<file path="config.mk">
export PLATFORM = sky130hd
export DESIGN_NAME = seg_display_ctrl
export DESIGN_NICKNAME = d
export VERILOG_FILES = /design/src/rtl/seg_display_ctrl.sv
export SDC_FILE = /design/constraint.sdc
export NUM_CORES = 1
export LEC_CHECK = 0
export ABC_AREA = 1
export CORE_MARGIN = 1
export CORE_UTILIZATION = 45
export CTS_CLUSTER_DIAMETER = 50
export DETAILED_ROUTE_END_ITERATION = 10
export MAX_ROUTING_LAYER = met4
export PLACE_DENSITY_LB_ADDON = 0.12
export SKIP_LAST_GASP = 1
export SYNTH_ARGS = -nofsm -noshare
export SYNTH_HDL_FRONTEND = slang
export SYNTH_SLANG_ARGS = --single-unit
</file>
<file path="constraint.sdc">
create_clock -name clk -period 3.58 [get_ports clk]
set_input_delay 0.895 -clock clk [delete_from_list [all_inputs] [get_ports clk]]
set_output_delay 0.895 -clock clk [all_outputs]
set_load 0.005 [all_outputs]
</file>
<file path="src/rtl/seg_display_ctrl.sv">
// seg_display_ctrl: multi-digit active-low seven-segment controller.
// Shows a loaded binary value in hex or unsigned decimal (double-dabble),
// with leading-zero blanking, per-digit decimal points, blinking and an
// overflow indication. A digit stage holds what is shown; an output stage
// registers the decoded segments one cycle later.
module seg_display_ctrl #(
  parameter int DIGITS    = 6,
  parameter int VAL_W     = 20,
  parameter int BLINK_DIV = 25000000
) (
  input  logic                  clk,
  input  logic                  rst_n,
  input  logic                  load,
  input  logic                  mode,
  input  logic [VAL_W-1:0]      value,
  input  logic [DIGITS-1:0]     dp,
  input  logic                  blank_en,
  input  logic [DIGITS-1:0]     blink_mask,
  output logic                  busy,
  output logic                  done,
  output logic                  ovf,
  output logic [8*DIGITS-1:0]   HEX
);

  // BCD accumulator is wide enough for any legal VAL_W, so the digits above
  // DIGITS-1 exist only to detect overflow.
  localparam int ACC_D = DIGITS + DIGITS / 2 + 1;
  localparam int ACC_W = 4 * ACC_D;
  localparam int DIG_W = 4 * DIGITS;
  localparam int CNT_W = $clog2(VAL_W + 1);
  localparam int BLK_W = (BLINK_DIV > 1) ? $clog2(BLINK_DIV) : 1;
  localparam logic [CNT_W-1:0] CNT_LAST = CNT_W'(VAL_W - 1);
  localparam logic [BLK_W-1:0] BLK_LAST = BLK_W'(BLINK_DIV - 1);

  localparam logic [6:0] SEG_DASH  = 7'h3F;
  localparam logic [6:0] SEG_BLANK = 7'h7F;

  typedef enum logic {
    ST_IDLE,
    ST_CONV
  } state_t;

  state_t state;
  state_t state_next;

  // Control strobes produced by the FSM.
  logic start_conv;
  logic hex_commit;
  logic dec_commit;

  // Conversion datapath.
  logic [VAL_W-1:0]   shift_reg;
  logic [ACC_W-1:0]   acc_reg;
  logic [ACC_W-1:0]   acc_adj;
  logic [ACC_W:0]     acc_shift;
  logic [CNT_W-1:0]   bit_cnt;
  logic [DIGITS-1:0]  pend_dp;

  // Digit stage.
  logic [DIG_W-1:0]   digit_reg;
  logic [DIGITS-1:0]  dp_reg;
  logic               ovf_reg;
  logic               mode_reg;
  logic               written;
  logic               done_reg;

  // Blink timebase.
  logic [BLK_W-1:0]   blink_cnt;
  logic               blink_phase;

  // Output stage.
  logic [8*DIGITS-1:0] hex_next;
  logic [8*DIGITS-1:0] hex_reg;

  logic [DIG_W-1:0]   val_ext;

  // Active-low glyphs for one hex nibble, segments g..a, dp excluded.
  function automatic logic [6:0] seg_of(input logic [3:0] n);
    logic [6:0] s;
    case (n)
      4'h0:    s = 7'h40;
      4'h1:    s = 7'h79;
      4'h2:    s = 7'h24;
      4'h3:    s = 7'h30;
      4'h4:    s = 7'h19;
      4'h5:    s = 7'h12;
      4'h6:    s = 7'h02;
      4'h7:    s = 7'h78;
      4'h8:    s = 7'h00;
      4'h9:    s = 7'h10;
      4'hA:    s = 7'h08;
      4'hB:    s = 7'h03;
      4'hC:    s = 7'h46;
      4'hD:    s = 7'h21;
      4'hE:    s = 7'h06;
      default: s = 7'h0E;
    endcase
    return s;
  endfunction

  // Zero-extend the input value to a whole number of nibbles.
  always_comb begin
    val_ext = '0;
    val_ext[VAL_W-1:0] = value;
  end

  // FSM state register; leaving reset always aborts a conversion.
  always_ff @(posedge clk or negedge rst_n) begin
    if (!rst_n) begin
      state <= ST_IDLE;
    end else begin
      state <= state_next;
    end
  end

  // FSM next state and strobes; loads are only accepted while idle.
  always_comb begin
    state_next = state;
    start_conv = 1'b0;
    hex_commit = 1'b0;
    dec_commit = 1'b0;
    case (state)
      ST_IDLE: begin
        if (load) begin
          if (mode) begin
            start_conv = 1'b1;
            state_next = ST_CONV;
          end else begin
            hex_commit = 1'b1;
          end
        end
      end
      ST_CONV: begin
        if (bit_cnt == CNT_LAST) begin
          dec_commit = 1'b1;
          state_next = ST_IDLE;
        end
      end
      default: state_next = ST_IDLE;
    endcase
  end

  // Add-3 correction on every BCD digit that is 5 or more.
  generate
    for (genvar gi = 0; gi < ACC_D; gi++) begin : g_adj
      assign acc_adj[4*gi +: 4] = (acc_reg[4*gi +: 4] >= 4'd5) ?
                                  acc_reg[4*gi +: 4] + 4'd3 :
                                  acc_reg[4*gi +: 4];
    end
  endgenerate

  // One extra bit on top so nothing shifted out could go unnoticed.
  assign acc_shift = {acc_adj, shift_reg[VAL_W-1]};

  // Double-dabble shift register, accumulator and bit counter.
  always_ff @(posedge clk or negedge rst_n) begin
    if (!rst_n) begin
      shift_reg <= '0;
      acc_reg   <= '0;
      bit_cnt   <= '0;
      pend_dp   <= '0;
    end else if (start_conv) begin
      shift_reg <= value;
      acc_reg   <= '0;
      bit_cnt   <= '0;
      pend_dp   <= dp;
    end else if (state == ST_CONV) begin
      shift_reg <= shift_reg << 1;
      acc_reg   <= acc_shift[ACC_W-1:0];
      bit_cnt   <= bit_cnt + CNT_W'(1);
    end
  end

  // Digit stage: commits hex nibbles directly or the finished BCD digits.
  always_ff @(posedge clk or negedge rst_n) begin
    if (!rst_n) begin
      digit_reg <= '0;
      dp_reg    <= '0;
      ovf_reg   <= 1'b0;
      mode_reg  <= 1'b0;
      written   <= 1'b0;
      done_reg  <= 1'b0;
    end else begin
      done_reg <= hex_commit | dec_commit;
      if (hex_commit) begin
        digit_reg <= val_ext;
        dp_reg    <= dp;
        ovf_reg   <= 1'b0;
        mode_reg  <= 1'b0;
        written   <= 1'b1;
      end else if (dec_commit) begin
        digit_reg <= acc_shift[DIG_W-1:0];
        dp_reg    <= pend_dp;
        ovf_reg   <= |acc_shift[ACC_W:DIG_W];
        mode_reg  <= 1'b1;
        written   <= 1'b1;
      end
    end
  end

  // Free-running blink timebase; phase flips once per BLINK_DIV cycles.
  always_ff @(posedge clk or negedge rst_n) begin
    if (!rst_n) begin
      blink_cnt   <= '0;
      blink_phase <= 1'b0;
    end else if (blink_cnt == BLK_LAST) begin
      blink_cnt   <= '0;
      blink_phase <= ~blink_phase;
    end else begin
      blink_cnt <= blink_cnt + BLK_W'(1);
    end
  end

  // Per-digit glyph selection. Priority: never written, blink-off,
  // overflow dash, leading-zero blank, normal glyph.
  generate
    for (genvar gi = 0; gi < DIGITS; gi++) begin : g_digit
      logic       lead_zero;
      logic [6:0] segs;
      logic       dot;

      if (gi == 0) begin : g_lsd
        // The rightmost digit is always shown so zero reads as "0".
        assign lead_zero = 1'b0;
      end else begin : g_upper
        assign lead_zero = blank_en & ~(|digit_reg[DIG_W-1:4*gi]);
      end

      // Decode one digit from the digit stage and the live display controls.
      always_comb begin
        segs = seg_of(digit_reg[4*gi +: 4]);
        dot  = dp_reg[gi];
        if (!written) begin
          segs = SEG_BLANK;
          dot  = 1'b0;
        end else if (blink_phase && blink_mask[gi]) begin
          segs = SEG_BLANK;
          dot  = 1'b0;
        end else if (ovf_reg && mode_reg) begin
          segs = SEG_DASH;
        end else if (lead_zero) begin
          segs = SEG_BLANK;
        end
      end

      assign hex_next[8*gi +: 8] = {~dot, segs};
    end
  endgenerate

  // Output stage: segments lag the digit stage by one cycle.
  always_ff @(posedge clk or negedge rst_n) begin
    if (!rst_n) begin
      hex_reg <= '1;
    end else begin
      hex_reg <= hex_next;
    end
  end

  assign HEX  = hex_reg;
  assign busy = (state == ST_CONV);
  assign done = done_reg;
  assign ovf  = ovf_reg;

endmodule

</file>
==> results of run 1 <==
==> routing by layer <==
layer | vias up | share of wire (%)
li1 | 3935 | -
met1 | 3794 | 49
met2 | 151 | 45
met3 | 14 | 4.5
met4 | 0 | 0.70
met5 | - | 0
==> worst reg2reg max path, stage by stage, from the launching register on <==
cell	delay (ns)
dfrtp_1	0.66
nor2_2	0.70
inv_2	0.37
buf_12	0.27
o22ai_1	0.18
==> worst paths after layout <==
kind | from | to | cells past startpoint
max | busy | busy | 1
min | dp_reg[0] | HEX[7] | 1
max reg2reg | busy | acc_reg[35] | 4
min reg2reg | dp_reg[0] | HEX[7] | 1
max in group asynchronous | rst_n | HEX[18] | 2
min in group asynchronous | rst_n | digit_reg[23] | 1
==> per-stage QoR <==
stage	hold slack [ns]	cells	utilization, %	power [W]
CTS	0.408	1508	54.5	0.0103
global placement	0.394	1476	51.5	0.00813
finish	0.406	1508	54.5	0.0102
floorplan	0.376	1141	-	0.00664
global route	0.436	1508	54.5	0.0111
detailed placement	0.398	1476	51.5	0.00819
==> power groups by stage <==
stage               Sequential (W)  Clock (W)  Combinational, W
floorplan                  0.00352          0           0.00313
global placement           0.00377          0           0.00437
detailed placement         0.00377          0           0.00441
CTS                        0.00374    0.00208           0.00445
global route               0.00386    0.00216           0.00512
finish                     0.00374    0.00203           0.00444
==> cells in the mapped netlist, drive strengths merged, types with 2 or more instances <==
cell type	number	area share, %
nand4	17	1.4
o221ai	29	2.6
nand2	279	11
inv	164	6.4
nor3	23	1.6
nor2	83	3.8
o2111ai	4	0.36
dfrtp	132	34
o22ai	34	2.2
ha	54	7.0
a31oi	2	0.13
or2	13	0.84
a211oi	2	0.16
buf	18	0.93
clkbuf	17	0.66
xor2	18	1.6
a21oi	33	1.7
clkinv	2	0.078
o211ai	34	2.6
nand3	51	2.8
dfstp	48	13
a32oi	2	0.18
nor4	5	0.39
o21ai	68	3.6
xnor2	2	0.18
==> area by class of cell <==
class | count | area, um^2 | area share, %
Multi-Input combinational cell | 760 | 4340 | 37.8
Clock buffer | 17 | 425 | 3.71
Tap cell | 275 | 344 | 3.00
Timing Repair Buffer | 95 | 957 | 8.35
Sequential cell | 180 | 4560 | 39.8
Inverter | 166 | 623 | 5.44
Clock inverter | 15 | 208 | 1.81
==> cell families (layout without fill, tap and decap cells) <==
group,Yosys count,after routing
compound gates,214,214
buf+inv,201,293
simple gates,472,472
flops,180,180
fa+ha+maj,54,54
xor+xnor,20,20
==> results.tsv, run 1 <==
stage	metric	value	unit
outcome	status	finished clean	
final_layout	layout_common_cells	273 x nand2_1, 146 x inv_1, 132 x dfrtp_1	
yosys	syn_avg_cell_area	8.48	um^2
sta	setup_violations	0	
final_layout	fillers	1912	
drt	wl_per_cell	15.2	um
setup_path	cpLargestDelayFamily	flip-flops	
yosys	synth_adder_area_share	6.98	%
power_and_ir_drop	power_frac_clock	19.9	%
final_layout	stdcell_area	11500	um^2
setup_path	r2r_setup_slack	1.31	ns
floorplan	fp.dieArea	22100	um^2
yosys	synth_top_family_by_area	simple AND/OR/NAND/NOR gates	
clock_network	cts_resized	0	
job	maxCapViolCount	0	
setup_path	path_buf_inv	1	
sta	fin_crit_sh	78.1	%
sta	relSlewSlack	24.5	%
sta	max_freq	358	MHz
clock_network	cts_buffers	17	
setup_path	worst_ep_arrival_time	1.90	ns
sta	min_period	2.79	ns
yosys	synth-simple-area-share	21.9	%
place	pre_cts_ws	0.669	ns
sta	worst_slack	0.785	ns
setup_path	end_kind	output port	
clock_network	hold_buffers	0	
drt	drt_pass1_iterations	5	
global_route	track_usage	22.8	%
sta	worstMarginPinSlew	1.13	ns
yosys	syn_nets	1232	
final_layout	largest_register_ffs	48	
power_and_ir_drop	combPwrFrac	43.5	%
power_and_ir_drop	leakagePower	5.44	nW
global_route	grt-ovfl-total	0	
setup_path	startpoint_type	flop	
yosys	synth_xor_area_share	1.81	%
global_route	grt_pass1_vias	7482	
floorplan	start_util	46.0	%
yosys	synthDistinctLibCells	48	
clock_network	cts_tree	done	
yosys	ys_warn_count	0	
setup_path	worstPathMaxFanout	22	
global_route	grt_start_max_net_pins	80	
drt	routed-via-count	7894	
sta	drv_slew	0	
clock_network	cts_sinks	180	
sta	rsz0062_at_grt	false	
drt	ant_nets	0	
clock_network	clk_latency	0.44	ns
place	gp_congestion	0.873	
drt	drtIter0Drc	403	
floorplan	core_region_area	21000	um^2
global_route	grt_use_met2	34.3	%
sta	finalClockSkew	0.0145	ns
place	hpwlAfterDp	16.4	mm
clock_network	cts_setup_buffers	0	
setup_path	worstPathCellList	clkdlybuf4s50_1	
yosys	synth-async-reset-ratio	100	%
final_layout	area_growth	18.4	%
clock_network	root_buffer	clkbuf_16	
setup_path	slowest_stage	dfrtp_1	
floorplan	rows	53	
power_and_ir_drop	power.internal	0.00610	W
setup_path	worstPathRequired	2.68	ns
power_and_ir_drop	p_sw_share	40.3	%
final_layout	layout-drive-gt1-share	11.9	%
yosys	synth-edff-count	0	
floorplan	die_y	149	um
setup_path	slowest_delay	0.83	ns
yosys	syn_inst	1141	
sta	hold_viol_final	0	
power_and_ir_drop	power.net_switching	0.00411	W
global_route	grt_pass1_wl	38.4	mm
final_layout	antennaDiodeCount	0	
power_and_ir_drop	peakVddDrop	0.000422	V
yosys	seq_area_frac_synth	47.2	%
clock_network	h-tree-depth	4	
floorplan	pin_count	88	
floorplan	die_w	149	um
yosys	ys.flop_type	dfrtp_1	
global_route	grt_use_met3	3.62	%
place	place_area	10800	um^2
global_route	antenna_found_initial	0	
sta	finalSetupTns	0	ns
worst_hold_path	hp-class	flop to flop	
yosys	muxShareOfSynthArea	0	%
place	portBuffers	87	
drt	drc	0	
yosys	synth_seq_cells	180	
drt	vias_per_cell	5.23	
yosys	synth_area	9680	um^2
global_route	grt-busiest-layer	met2	
setup_path	worstSetupPathType	flop to output port	
clock_network	clk_pin_slew	0.07	ns
power_and_ir_drop	seqPwrFrac	36.6	%
power_and_ir_drop	p_per_area	891	nW/um^2
global_route	use_met1	32.3	%
yosys	synth_compound_area_share	14.1	%
drt	wl	22.9	mm
final_layout	final_common_cell	nand2_1	
final_layout	fin_nets	1311	
clock_network	clockBufferDepth	2	
No activity file was read; power rests on OpenSTA's default activity.
==> run 2, diff against run 1 <==
Clock period 3.58 ns to 2.8 ns, I/O delays scaled along.
==> run 2 against run 1 <==
  * Clock-buffer cell count grew 5
  * Critical path type unchanged
  * Hold slack lost 0.22 ns
  * Sequential share of layout area about the same
  * Combinational power up 29%
  * Sequential power rose by 27%
  * Setup slack worse by 0.14 ns
==> results.tsv, run 2 (synthesis results as in run 1) <==
stage	metric	value	unit	change
outcome	status	finished clean		
power_and_ir_drop	peakVddDrop	0.000556	V	+32%
final_layout	layout-drive-gt1-share	12.3	%	+0.34 points
sta	rsz0062_at_grt	false		
drt	vias_per_cell	5.14		-1.7%
final_layout	antennaDiodeCount	0		unchanged
setup_path	worstPathMaxFanout	1		-95%
global_route	grt-ovfl-total	0		unchanged
final_layout	layout_common_cells	273 x nand2_1, 146 x inv_1, 132 x dfrtp_1		
drt	ant_nets	0		unchanged
setup_path	slowest_stage	dfstp_2		
drt	wl_per_cell	14.8	um	-2.6%
clock_network	cts_resized	0		unchanged
power_and_ir_drop	power_frac_clock	18.0	%	-1.9 points
place	gp_congestion	0.881		+0.90%
power_and_ir_drop	power.internal	0.00765	W	+25%
job	maxCapViolCount	0		unchanged
sta	finalClockSkew	0.0119	ns	-0.00262 ns
setup_path	path_buf_inv	1		unchanged
floorplan	fp.dieArea	22100	um^2	unchanged
setup_path	worstSetupPathType	flop to output port		
final_layout	final_common_cell	nand2_1		
setup_path	end_kind	output port		
sta	finalSetupTns	0	ns	unchanged
floorplan	die_w	149	um	unchanged
drt	drt_pass1_iterations	5		unchanged
global_route	grt_pass1_wl	37.5	mm	-2.5%
global_route	grt_pass1_vias	7400		-1.1%
sta	fin_crit_sh	77.0	%	
drt	drtIter0Drc	446		+11%
floorplan	core_region_area	21000	um^2	unchanged
global_route	grt_start_max_net_pins	49		-39%
global_route	track_usage	22.2	%	-0.60 points
place	portBuffers	87		unchanged
clock_network	cts_buffers	17		unchanged
floorplan	start_util	46.0	%	unchanged
setup_path	startpoint_type	flop		
clock_network	clk_latency	0.43	ns	about the same
power_and_ir_drop	power.net_switching	0.00514	W	+25%
drt	wl	22.4	mm	-2.2%
sta	max_freq	464	MHz	
setup_path	worstPathRequired	2.10	ns	-0.58 ns
clock_network	clockBufferDepth	2		unchanged
sta	min_period	2.16	ns	
power_and_ir_drop	leakagePower	5.45	nW	+0.23%
final_layout	area_growth	18.4	%	about the same
global_route	antenna_found_initial	0		unchanged
power_and_ir_drop	p_sw_share	40.2	%	-0.072 points
floorplan	die_y	149	um	unchanged
power_and_ir_drop	combPwrFrac	44.7	%	+1.2 points
power_and_ir_drop	seqPwrFrac	37.2	%	+0.6 points
setup_path	slowest_delay	0.52	ns	-0.31 ns
setup_path	worstPathCellList	clkdlybuf4s50_1		
setup_path	r2r_setup_slack	0.94	ns	-0.37 ns
floorplan	pin_count	88		unchanged
worst_hold_path	hp-class	input port to async pin		
clock_network	root_buffer	clkbuf_16		
power_and_ir_drop	p_per_area	1120	nW/um^2	+25%
setup_path	cpLargestDelayFamily	flip-flops		
clock_network	hold_buffers	0		unchanged
clock_network	clk_pin_slew	0.07	ns	about the same
sta	hold-worst-slack	0.182	ns	-0.224 ns
setup_path	worst_ep_arrival_time	1.46	ns	-0.44 ns
final_layout	largest_register_ffs	48		unchanged
floorplan	rows	53		unchanged
final_layout	fin_nets	1318		+0.53%
sta	worstMarginPinSlew	0.481	ns	-0.650 ns
clock_network	cts_tree	done		
sta	hold_viol_final	0		unchanged
clock_network	cts_setup_buffers	0		unchanged
sta	setup_violations	0		unchanged
clock_network	h-tree-depth	4		unchanged
drt	routed-via-count	7794		-1.3%
drt	drc	0		unchanged
clock_network	cts_sinks	180		unchanged
sta	drv_slew	0		unchanged
sta	relSlewSlack	67.9	%	+43 points
place	hpwlAfterDp	16.4	mm	+0.35%
[run 2: cell types whose count changed in the layout (fill, tap and decap cells not counted)]
| cell | previous run | this run |
|---|---|---|
| clkinv_4 | 0 | 3 |
| inv_6 | 3 | 1 |
| inv_8 | 7 | 0 |
| buf_4 | 6 | 12 |
| bufinv_16 | 3 | 0 |
| clkinv_2 | 1 | 3 |
| inv_4 | 0 | 3 |
| clkbuf_16 | 17 | 19 |
| buf_12 | 2 | 3 |
| clkbuf_8 | 0 | 1 |
| clkinvlp_4 | 1 | 0 |
| clkbuf_1 | 0 | 2 |
[run 2: metrics by stage]
step	util (%)	power [W]	setup WS [ns]	cells	instance area [um^2]
floorplan	-	0.00849	1.20	1141	9680
global placement	51.8	0.0104	0.524	1483	10900
detailed placement	51.8	0.0105	0.455	1483	10900
CTS	54.5	0.0129	0.616	1515	11500
global route	54.5	0.0139	0.596	1515	11500
finish	54.5	0.0128	0.643	1515	11500
[run 2: area by class of cell]
type	count	area, um^2
repair buffers	102	1020
multi-input cells	760	4340
fillers	1877	9570
clock buffers	22	497
well taps	275	344
inverters	166	623
flip-flops and latches	180	4560
clock inverters	10	68.8
[run 2: path summary, 6_finish.rpt]
check	from	end	cells after the start
worst min register to register	dp_reg[0]	HEX[7]	1
min in group clk	dp_reg[0]	HEX[7]	1
max in group asynchronous	rst_n	HEX[11]	2
worst min-delay path	rst_n	blink_cnt[2]	1
worst max register to register	busy	dp_reg[2]	7
worst max-delay path	HEX[14]	HEX[14]	1
[run 2: routing by layer]
layer | vias up | routed length [um] | global-route usage (%)
met5 | - | 0 | -
met3 | 15 | 910 | 3.04
li1 | 3947 | - | -
met2 | 152 | 10100 | 33.3
met1 | 3680 | 11200 | 31.5
met4 | 0 | 172 | 5.93
[run 2: power by group through the flow]
| stage | Clock (W) | Sequential [W] | Combinational (W) |
|---|---|---|---|
| CTS | 0.00236 | 0.00476 | 0.00574 |
| global route | 0.00248 | 0.00490 | 0.00656 |
| finish | 0.00231 | 0.00476 | 0.00572 |
| detailed placement | 0 | 0.00480 | 0.00572 |
| floorplan | 0 | 0.00449 | 0.00400 |
| global placement | 0 | 0.00480 | 0.00564 |
==> run 3, diff against run 2 <==
Clock period 2.8 ns to 2 ns, I/O delays scaled along.
==> run 3 against run 2 <==
  * The flow now finishes with violations (hold timing)
  * Highest routed layer unchanged
  * Clock power increased by 42%
  * Critical path depth unchanged
  * Sequential power increased by 38%
  * Total power increased by 42%
  * Die area unchanged
  * First-iteration DRC count increased by 0.22%
  * Critical endpoint is now HEX[32]
  * Sequential share of layout area decreased by 0.64 points
  * Critical path type unchanged
  * Sequential cell count unchanged
==> results.tsv, run 3 (synthesis results as in run 1) <==
stage	metric	value	unit	change
final_layout	antennaDiodeCount	0		unchanged
place	gp_congestion	0.871		-1.2%
outcome	status	finished with violations		
floorplan	rows	53		unchanged
place	placed_cells	1496		+0.88%
place	pre_cts_ws	0.00737	ns	-0.448 ns
power_and_ir_drop	leakagePower	5.55	nW	+1.8%
setup_path	startpoint_type	flop		
sta	finalClockSkew	0.0156	ns	+0.00372 ns
clock_network	cts_tree	done		
clock_network	root_buffer	clkbuf_16		
clock_network	cts_buffers	17		unchanged
drt	drc	0		unchanged
sta	drv_slew	0		unchanged
outcome	violations	hold timing		
global_route	grt-ovfl-total	0		unchanged
drt	drt_pass1_iterations	5		unchanged
drt	routed-via-count	7962		+2.2%
setup_path	worstPathCellList	clkdlybuf4s50_1		
drt	drtIter0Drc	447		+0.22%
sta	max_freq	507	MHz	
floorplan	die_w	149	um	unchanged
sta	relSlewSlack	68.5	%	+0.62 points
setup_path	worstPathMaxFanout	1		unchanged
clock_network	clk_latency	0.44	ns	about the same
floorplan	die_y	149	um	unchanged
power_and_ir_drop	p_per_area	1560	nW/um^2	+40%
clock_network	h-tree-depth	4		unchanged
job	maxCapViolCount	0		unchanged
global_route	grt_pass1_wl	37.9	mm	+1.3%
place	hpwlAfterDp	16.6	mm	+1.1%
clock_network	cts_sinks	180		unchanged
clock_network	hold_buffers	0		unchanged
worst_hold_path	hp-class	input port to async pin		
final_layout	area_growth	20.3	%	
final_layout	final_util	55.4	%	+0.90 points
final_layout	fin_nets	1334		+1.2%
drt	ant_nets	0		unchanged
setup_path	slowest_stage	dfstp_2		
setup_path	path_buf_inv	1		unchanged
sta	worst_slack	0.0287	ns	-0.615 ns
sta	fin_crit_sh	98.6	%	
setup_path	worstPathRequired	1.50	ns	-0.60 ns
floorplan	fp.dieArea	22100	um^2	unchanged
clock_network	clockBufferDepth	2		unchanged
setup_path	cpLargestDelayFamily	flip-flops		
floorplan	start_util	46.0	%	unchanged
final_layout	fillers	1878		+0.053%
power_and_ir_drop	peakVddDrop	0.00128	V	+130%
floorplan	core_region_area	21000	um^2	unchanged
final_layout	layout_common_cells	273 x nand2_1, 146 x inv_1, 131 x dfrtp_1		
final_layout	final_common_cell	nand2_1		
setup_path	worst_ep_arrival_time	1.47	ns	about the same
setup_path	rr_worst_depth	7		unchanged
setup_path	cp.depth	1		unchanged
final_layout	final_cells	1531		+1.1%
sta	setup_violations	0		unchanged
floorplan	pin_count	88		unchanged
setup_path	worstSetupPathType	flop to output port		
sta	hold_viol_final	3		+3
final_layout	layout-drive-gt1-share	13.5	%	+1.3 points
global_route	antenna_found_initial	0		unchanged
place	place_area	11000	um^2	+1.4%
global_route	grt_pass1_vias	7581		+2.4%
setup_path	end_kind	output port		
sta	finalSetupTns	0	ns	unchanged
sta	hold-worst-slack	-0.00387	ns	-0.185 ns
final_layout	largest_register_ffs	48		unchanged
sta	min_period	1.97	ns	
global_route	grt_start_max_net_pins	49		unchanged
setup_path	slowest_delay	0.55	ns	+0.03 ns
place	portBuffers	87		unchanged
drt	vias_per_cell	5.20		+1.1%
sta	worstMarginPinSlew	0.473	ns	-0.00885 ns
drt	wl_per_cell	14.9	um	+0.98%
final_layout	stdcell_area	11600	um^2	+1.6%
clock_network	clk_pin_slew	0.07	ns	about the same
global_route	track_usage	22.6	%	+0.39 points
drt	wl	22.9	mm	+2.0%
sta	rsz0062_at_grt	false		
[run 3: cell types whose count changed in the layout (fill, tap and decap cells not counted), sizes merged]
| cell | before | now |
|---|---|---|
| dlymetal6s2s | 0 | 1 |
| clkinv | 8 | 7 |
| clkbuf | 22 | 21 |
| inv | 168 | 169 |
| buf | 16 | 32 |
| clkinvlp | 0 | 1 |
| clkdlybuf4s50 | 86 | 85 |
[run 3: timing repair]
action                     in CTS  in global routing
setup endpoints to repair       1                  2
resized for setup               1                  1
buffers inserted                0                  3
[run 3: stage by stage]
step | hold slack [ns] | power (W)
2_1_floorplan | 0.204 | 0.0119
3_3_place_gp | 0.408 | 0.0148
3_5_place_dp | 0.406 | 0.0149
4_1_cts | 0.00391 | 0.0182
5_1_grt | 0.0182 | 0.0198
6_report | -0.00387 | 0.0182
[run 3: per-layer routing]
| metal | up-vias | share of wire (%) | wire length [um] | track usage [%] |
|---|---|---|---|---|
| met5 | - | 0 | 0 | - |
| met4 | 0 | 1.1 | 249 | 6.49 |
| met3 | 21 | 4.9 | 1120 | 3.62 |
| met2 | 171 | 46 | 10400 | 34.0 |
| met1 | 3775 | 48 | 11100 | 31.4 |
| li1 | 3995 | - | - | - |
[run 3: power by group]
group	total (W)	switching, W	leakage, nW	internal [W]
sequential	0.00659	0.00107	2.16	0.00552
clock	0.00327	0.00148	0.285	0.00180
combinational	0.00833	0.00476	3.11	0.00357
total	0.0182	0.00730	5.55	0.0109
[run 3: final cells by class]
class	instances	area [um^2]	share of cell area, %
Clock buffer	21	493	4.23
Clock inverter	11	87.6	0.752
Inverter	166	623	5.35
Multi-Input combinational cell	760	4340	37.2
Sequential cell	180	4570	39.2
Tap cell	275	344	2.95
Timing Repair Buffer	118	1190	10.3
[run 3: worst paths after layout]
check                              from            to  slack (ns)
max                             HEX[32]       HEX[32]        0.03
min                               rst_n  blink_cnt[7]      -0.004
max reg2reg                blink_cnt[0]  blink_cnt[3]        0.27
min reg2reg                   dp_reg[4]       HEX[39]        0.41
max in group asynchronous         rst_n        HEX[9]        1.37
min in group clk              dp_reg[4]       HEX[39]        0.41
